===== config.mk =====
export PLATFORM = sky130hd
export DESIGN_NAME = button_conditioner
export DESIGN_NICKNAME = d
export VERILOG_FILES = /design/src/rtl/button_conditioner.sv
export SDC_FILE = /design/constraint.sdc
export NUM_CORES = 1
export LEC_CHECK = 0
export BUFFER_PORTS_ARGS = -buffer_cell sky130_fd_sc_hd__buf_2
export CORE_AREA = 3 3 101 103
export DETAILED_ROUTE_END_ITERATION = 7
export DIE_AREA = 0 0 104 106
export PLACE_DENSITY_LB_ADDON = 0.3
export SYNTH_ARGS = -nofsm -noshare
export SYNTH_HDL_FRONTEND = slang
export SYNTH_HIERARCHICAL = 1
export SYNTH_SLANG_ARGS = --single-unit
export TNS_END_PERCENT = 20

===== constraint.sdc =====
create_clock -name CLK -period 6.8 [get_ports CLK]
set_clock_uncertainty 0.1 [all_clocks]
set_input_delay 0.68 -clock CLK [delete_from_list [all_inputs] [get_ports CLK]]
set_output_delay 0.68 -clock CLK [all_outputs]
set_load 0.05 [all_outputs]

===== src/rtl/button_conditioner.sv =====
// Push-button front end: two-flop sync, per-button debounce, and a press FSM
// that turns debounced presses into single-cycle up/down strobes with optional auto-repeat.
module btn_debounce #(
  parameter int DEBOUNCE_CYCLES = 250000
) (
  input  logic CLK,
  input  logic RST_N,
  input  logic raw_i,
  output logic lvl_d_o,
  output logic lvl_o
);
  localparam int DW = $clog2(DEBOUNCE_CYCLES + 1);

  logic [1:0]    sync_q;
  logic [DW-1:0] cnt_q, cnt_d;
  logic          lvl_q, lvl_d;

  // Any cycle where the synchronized input agrees with the level restarts the count.
  always_comb begin
    cnt_d = cnt_q;
    lvl_d = lvl_q;
    if (sync_q[1] == lvl_q) begin
      cnt_d = '0;
    end else if (cnt_q == DW'(DEBOUNCE_CYCLES)) begin
      lvl_d = ~lvl_q;
      cnt_d = '0;
    end else begin
      cnt_d = cnt_q + 1'b1;
    end
  end

  always_ff @(posedge CLK or negedge RST_N) begin
    if (!RST_N) begin
      sync_q <= '0;
      cnt_q  <= '0;
      lvl_q  <= 1'b0;
    end else begin
      sync_q <= {sync_q[0], raw_i};
      cnt_q  <= cnt_d;
      lvl_q  <= lvl_d;
    end
  end

  assign lvl_d_o = lvl_d;
  assign lvl_o   = lvl_q;
endmodule

module button_conditioner #(
  parameter int DEBOUNCE_CYCLES = 250000,
  parameter int REPEAT_EN       = 1,
  parameter int REPEAT_DELAY    = 12500000,
  parameter int REPEAT_PERIOD   = 5000000
) (
  input  logic CLK,
  input  logic RST_N,
  input  logic SW1,
  input  logic SW3,
  output logic UP_PULSE,
  output logic DOWN_PULSE,
  output logic UP_LEVEL,
  output logic DOWN_LEVEL
);
  localparam int RMAX = (REPEAT_DELAY > REPEAT_PERIOD) ? REPEAT_DELAY : REPEAT_PERIOD;
  localparam int RW   = $clog2(RMAX + 1);

  typedef enum logic [1:0] {IDLE, DELAY, REPEAT, LOCK} state_t;

  logic [1:0] raw, lvl_d, lvl_q;

  assign raw = {SW3, SW1};

  for (genvar g = 0; g < 2; g++) begin : g_btn
    btn_debounce #(.DEBOUNCE_CYCLES(DEBOUNCE_CYCLES)) u_db (
      .CLK    (CLK),
      .RST_N  (RST_N),
      .raw_i  (raw[g]),
      .lvl_d_o(lvl_d[g]),
      .lvl_o  (lvl_q[g])
    );
  end

  state_t        state_q, state_d;
  logic          act_up_q, act_up_d;
  logic [RW-1:0] rcnt_q, rcnt_d;
  logic          up_p_q, up_p_d, dn_p_q, dn_p_d;
  logic          act_lvl;

  // Pulses are registered alongside the level so a strobe lines up with the first cycle the level reads 1.
  always_comb begin
    state_d  = state_q;
    act_up_d = act_up_q;
    rcnt_d   = rcnt_q;
    up_p_d   = 1'b0;
    dn_p_d   = 1'b0;
    act_lvl  = act_up_q ? lvl_d[0] : lvl_d[1];
    case (state_q)
      IDLE: begin
        rcnt_d = '0;
        if (lvl_d[0] && !lvl_q[0]) begin
          up_p_d   = 1'b1;
          act_up_d = 1'b1;
          state_d  = (REPEAT_EN != 0) ? DELAY : LOCK;
        end else if (lvl_d[1] && !lvl_q[1]) begin
          dn_p_d   = 1'b1;
          act_up_d = 1'b0;
          state_d  = (REPEAT_EN != 0) ? DELAY : LOCK;
        end
      end
      DELAY, REPEAT: begin
        if (!act_lvl) begin
          state_d = IDLE;
          rcnt_d  = '0;
        end else if (rcnt_q == ((state_q == DELAY) ? RW'(REPEAT_DELAY - 1)
                                                   : RW'(REPEAT_PERIOD - 1))) begin
          up_p_d  = act_up_q;
          dn_p_d  = ~act_up_q;
          rcnt_d  = '0;
          state_d = REPEAT;
        end else begin
          rcnt_d = rcnt_q + 1'b1;
        end
      end
      LOCK: begin
        if (!act_lvl) begin
          state_d = IDLE;
          rcnt_d  = '0;
        end
      end
      default: begin
        state_d = IDLE;
        rcnt_d  = '0;
      end
    endcase
  end

  always_ff @(posedge CLK or negedge RST_N) begin
    if (!RST_N) begin
      state_q  <= IDLE;
      act_up_q <= 1'b1;
      rcnt_q   <= '0;
      up_p_q   <= 1'b0;
      dn_p_q   <= 1'b0;
    end else begin
      state_q  <= state_d;
      act_up_q <= act_up_d;
      rcnt_q   <= rcnt_d;
      up_p_q   <= up_p_d;
      dn_p_q   <= dn_p_d;
    end
  end

  assign UP_PULSE   = up_p_q;
  assign DOWN_PULSE = dn_p_q;
  assign UP_LEVEL   = lvl_q[0];
  assign DOWN_LEVEL = lvl_q[1];
endmodule


==> key figures <==
Worst setup path
  – Worst Path Buf+Inv: 0
  – R2r setup slk: 3.29 ns
  – Setup crit start: g_btn[1].u_db/cnt_q[2]$_DFF_PN0_
  – RR Endpoint: rcnt_q[21]$_DFFE_PN0P_
  – Data arrival time of the critical path: 3.62 ns
  – Critical-path top delay cell: a21oi_1
  – CP delay by family, top: simple AND/OR/NAND/NOR gates
  – Reg2Reg Launch Point: g_btn[1].u_db/cnt_q[2]$_DFF_PN0_
  – Worst EP required: 6.91 ns
  – Critical Path End Type: register
  – Largest fanout on the critical path: 8
  – Cell Chain, Critical Path: or4b_4, or4_4, mux2_4, mux2_2, a21oi_1, nand4_1, xor2_1, nor2_2
  – Crit start category: register
  – Largest stage delay on the critical path: 0.59 ns
  – Critical path class: register to register
  – R2R depth: 8

Detailed routing
  – Routed vias/inst: 5.20
  – WL per Instance: 14.0 um
  – Vias: 2643
  – Iter 0 DRT Violations: 111
  – Drt drc: 0
  – Final ANT Viol Nets: 0
  – Total wire length: 7100 um
  – DR pass1 iterations: 4

Clock network
  – Clock-pin slew on the worst setup and hold paths: 0.08 ns
  – Clock Sinks: 71
  – Clk_lat worst skew: 0.34 ns
  – Clock Tree Root: clkbuf_8
  – H-tree levels: 3
  – TritonCTS clock tree: done
  – # hold bufs at CTS: 0
  – Setup bufs post-CTS: 0
  – Post-cts resize count: 0
  – Maximum clock path buffer count: 2
  – CTS buffer count: 9

Floorplanning
  – Core area: 9280 um^2
  – Die width: 104 um
  – Die height: 106 um
  – Site Rows: 35
  – Die Area: 11000 um^2
  – Starting Density: 0.400
  – IO Pins: 8

Timing
  – Slew Limit Fails: 0
  – RSZ-0062 raised after global routing: no
  – Final Hold Viols: 0
  – Final setup vio count: 0
  – Max_slew headroom: 0.388
  – Min cycle time layout: 3.51 ns
  – Fmax: 0.285 GHz
  – Final period util: 0.517
  – Setup TNS Final: 0 ns
  – Least-Margin Pin Slew: 0.914 ns

GRT
  – Largest net degree at the start of global routing: 72
  – Grt met2 use: 0.227
  – Met1 Use GR: 0.182
  – GR Util met3: 0.0449
  – First-pass GRT wire length: 12900 um
  – Top Usage Layer GRT: met2
  – Number of global-route vias before repair: 2675
  – Initial antenna violation count: 0
  – Gr usage total: 0.142
  – Total grt overflow: 0

Yosys
  – Register area share after synthesis: 0.478
  – Number of flops mapped to enable cells by yosys: 0
  – Syn nets: 375
  – Yosys warnings: 6
  – Main synth FF type: dfrtp_1
  – Synth cell types: 44
  – Yosys reg bits: 71
  – Mapped cell area: 3720 um^2
  – Mean Syn Cell Area: 10.2 um^2
  – Asr flop ratio synth: 1.00
  – Post-Syn Instances: 363

Finish
  – Ant diodes: 0
  – Area grow syn2layout: 9.29%
  – Reg area: 1780 um^2
  – Layout cells sized above 1: 0.127
  – Filler instances: 917
  – Nets@finish: 386
  – Post-layout util: 0.437
  – Multi-input gate area: 1830 um^2
  – Fin cells: 508

Hold path
  – Hold Path End: g_btn[1].u_db/sync_q[1]$_DFF_PN0_
  – Worst min path class: register to register
  – Hold path depth: 0
  – Worst hold path startpoint: g_btn[1].u_db/sync_q[0]$_DFF_PN0_

Pwr
  – Clock Power Share: 0.435
  – Leakage: 1.63 nW
  – Int Power: 0.622 mW
  – Worst ir drop on vdd: 0.0915 mV
  – Pwr Total: 0.801 mW
  – Net Switching: 0.178 mW
  – Pwr Density: 197 nW/um^2
  – Sequential share of power: 0.539
  – Combinational power share: 0.026
  – Sw Ratio: 0.223

Place
  – GP Congestion: 0.807
  – Port Buffers: 7
  – Detailed placer's ending HPWL: 4770 um
  – Placed cell count: 492

Run status
  – Status: completed

Run
  – Max-cap violations: 0
## metal layers
metal,up-vias,part of all wire
met4,0,0.011
li1,1303,-
met1,1283,0.49
met2,49,0.47
met3,8,0.031
met5,-,0
## state kept, by name, indices dropped and copies added, names as in the netlist
register / cells
DOWN_PULSE: 1
g_btn.u_db/sync_q: 4
rcnt_q: 24
g_btn.u_db/lvl_o: 2
UP_PULSE: 1
act_up_q: 1
state_q: 2
g_btn.u_db/cnt_q: 36
## cells in the final DEF (no fill, tap or decap), types with 2 or more instances in the layout
cell type   instances
mux2_2              2
and3_2              3
nor2b_1             2
nand3_1            29
nand4_1            20
buf_2               7
nor4_1             14
nand3b_1            3
ha_1                8
or3_1               2
nor3_1             11
nand4b_1            2
o31ai_1             2
xnor2_1            24
a21oi_1             8
o21ai_0             2
or4_4               3
nand2_1            21
or4_1               4
nor2_2              6
o41ai_4             2
clkinvlp_4          2
nor4b_1             2
dfrtp_1            70
nor2_1             53
mux2_4              2
and4_2              2
or4b_4              2
inv_1              12
xor2_1             30
and3_1              2
clkbuf_8           11
## kinds of logic (layout without fill, tap and decap cells)
kind of cell               count (synthesis)  after routing  share of synthesized area
AOI/OAI and AO/OA                         21             21                     0.0566
muxes                                      4              4                     0.0141
and+or+nand+nor                          185            185                      0.266
adders and majority gates                  8              8                     0.0269
buffers and inverters                     20             36                     0.0303
xor gates and xnor gates                  54             54                      0.127
DFF                                       71             71                      0.478
## worst max path at each step
stage / end / slack [ns] / depth (start not counted)
global placement: rcnt_q[23]$_DFFE_PN0P_ / 3.33 / 8
detailed placement: rcnt_q[21]$_DFFE_PN0P_ / 3.29 / 8
global route: rcnt_q[9]$_DFFE_PN0P_ / 3.07 / 9
finish: rcnt_q[21]$_DFFE_PN0P_ / 3.29 / 8
CTS: rcnt_q[21]$_DFFE_PN0P_ / 3.26 / 8
floorplan: rcnt_q[9]$_DFFE_PN0P_ / 3.66 / 9
## synthesized netlist by cell type (all sizes together), types with 2 or more instances
cell type	count	area, um^2
dfrtp	70	1750
nor2	59	236
xor2	30	263
nand3	29	145
xnor2	24	210
nand2	21	78.8
nand4	20	125
nor4	14	87.6
inv	12	45.0
nor3	11	55.1
a21oi	8	40.0
ha	8	100
or4	7	63.8
buf	6	60.1
and3	5	35.0
mux2	4	52.6
nand3b	3	22.5
or4b	3	37.5
and4	2	20.0
clkbuf	2	7.51
nand4b	2	17.5
nor2b	2	12.5
nor4b	2	17.5
o21ai	2	10.0
o31ai	2	15.0
o41ai	2	55.1
or3	2	12.5
## metrics by stage
step,hold slack [ns],cell area (um^2),setup slack (ns)
final,0.262,4060,3.29
after global routing,0.274,4060,3.07
after CTS,0.268,4060,3.26
after detailed placement,0.246,3850,3.29
after global placement,0.235,3850,3.33
after floorplan,0.231,3720,3.66
## power groups by stage
stage | sequential [mW] | combinational, mW | clock [mW]
floorplan | 0.437 | 0.0128 | 0
global placement | 0.439 | 0.0218 | 0
detailed placement | 0.439 | 0.0219 | 0
CTS | 0.431 | 0.0224 | 0.363
global route | 0.432 | 0.0250 | 0.383
finish | 0.431 | 0.0211 | 0.348
## layout make-up
| type | instances | share of cell area |
|---|---|---|
| clock buffer | 12 | 0.0382 |
| clock inverter | 4 | 0.0132 |
| inverter | 12 | 0.0111 |
| multi-input combinational | 272 | 0.449 |
| sequential | 71 | 0.438 |
| tap | 129 | 0.0397 |
| timing repair buffer | 8 | 0.0105 |
No activity file was read; power rests on OpenSTA's default activity.
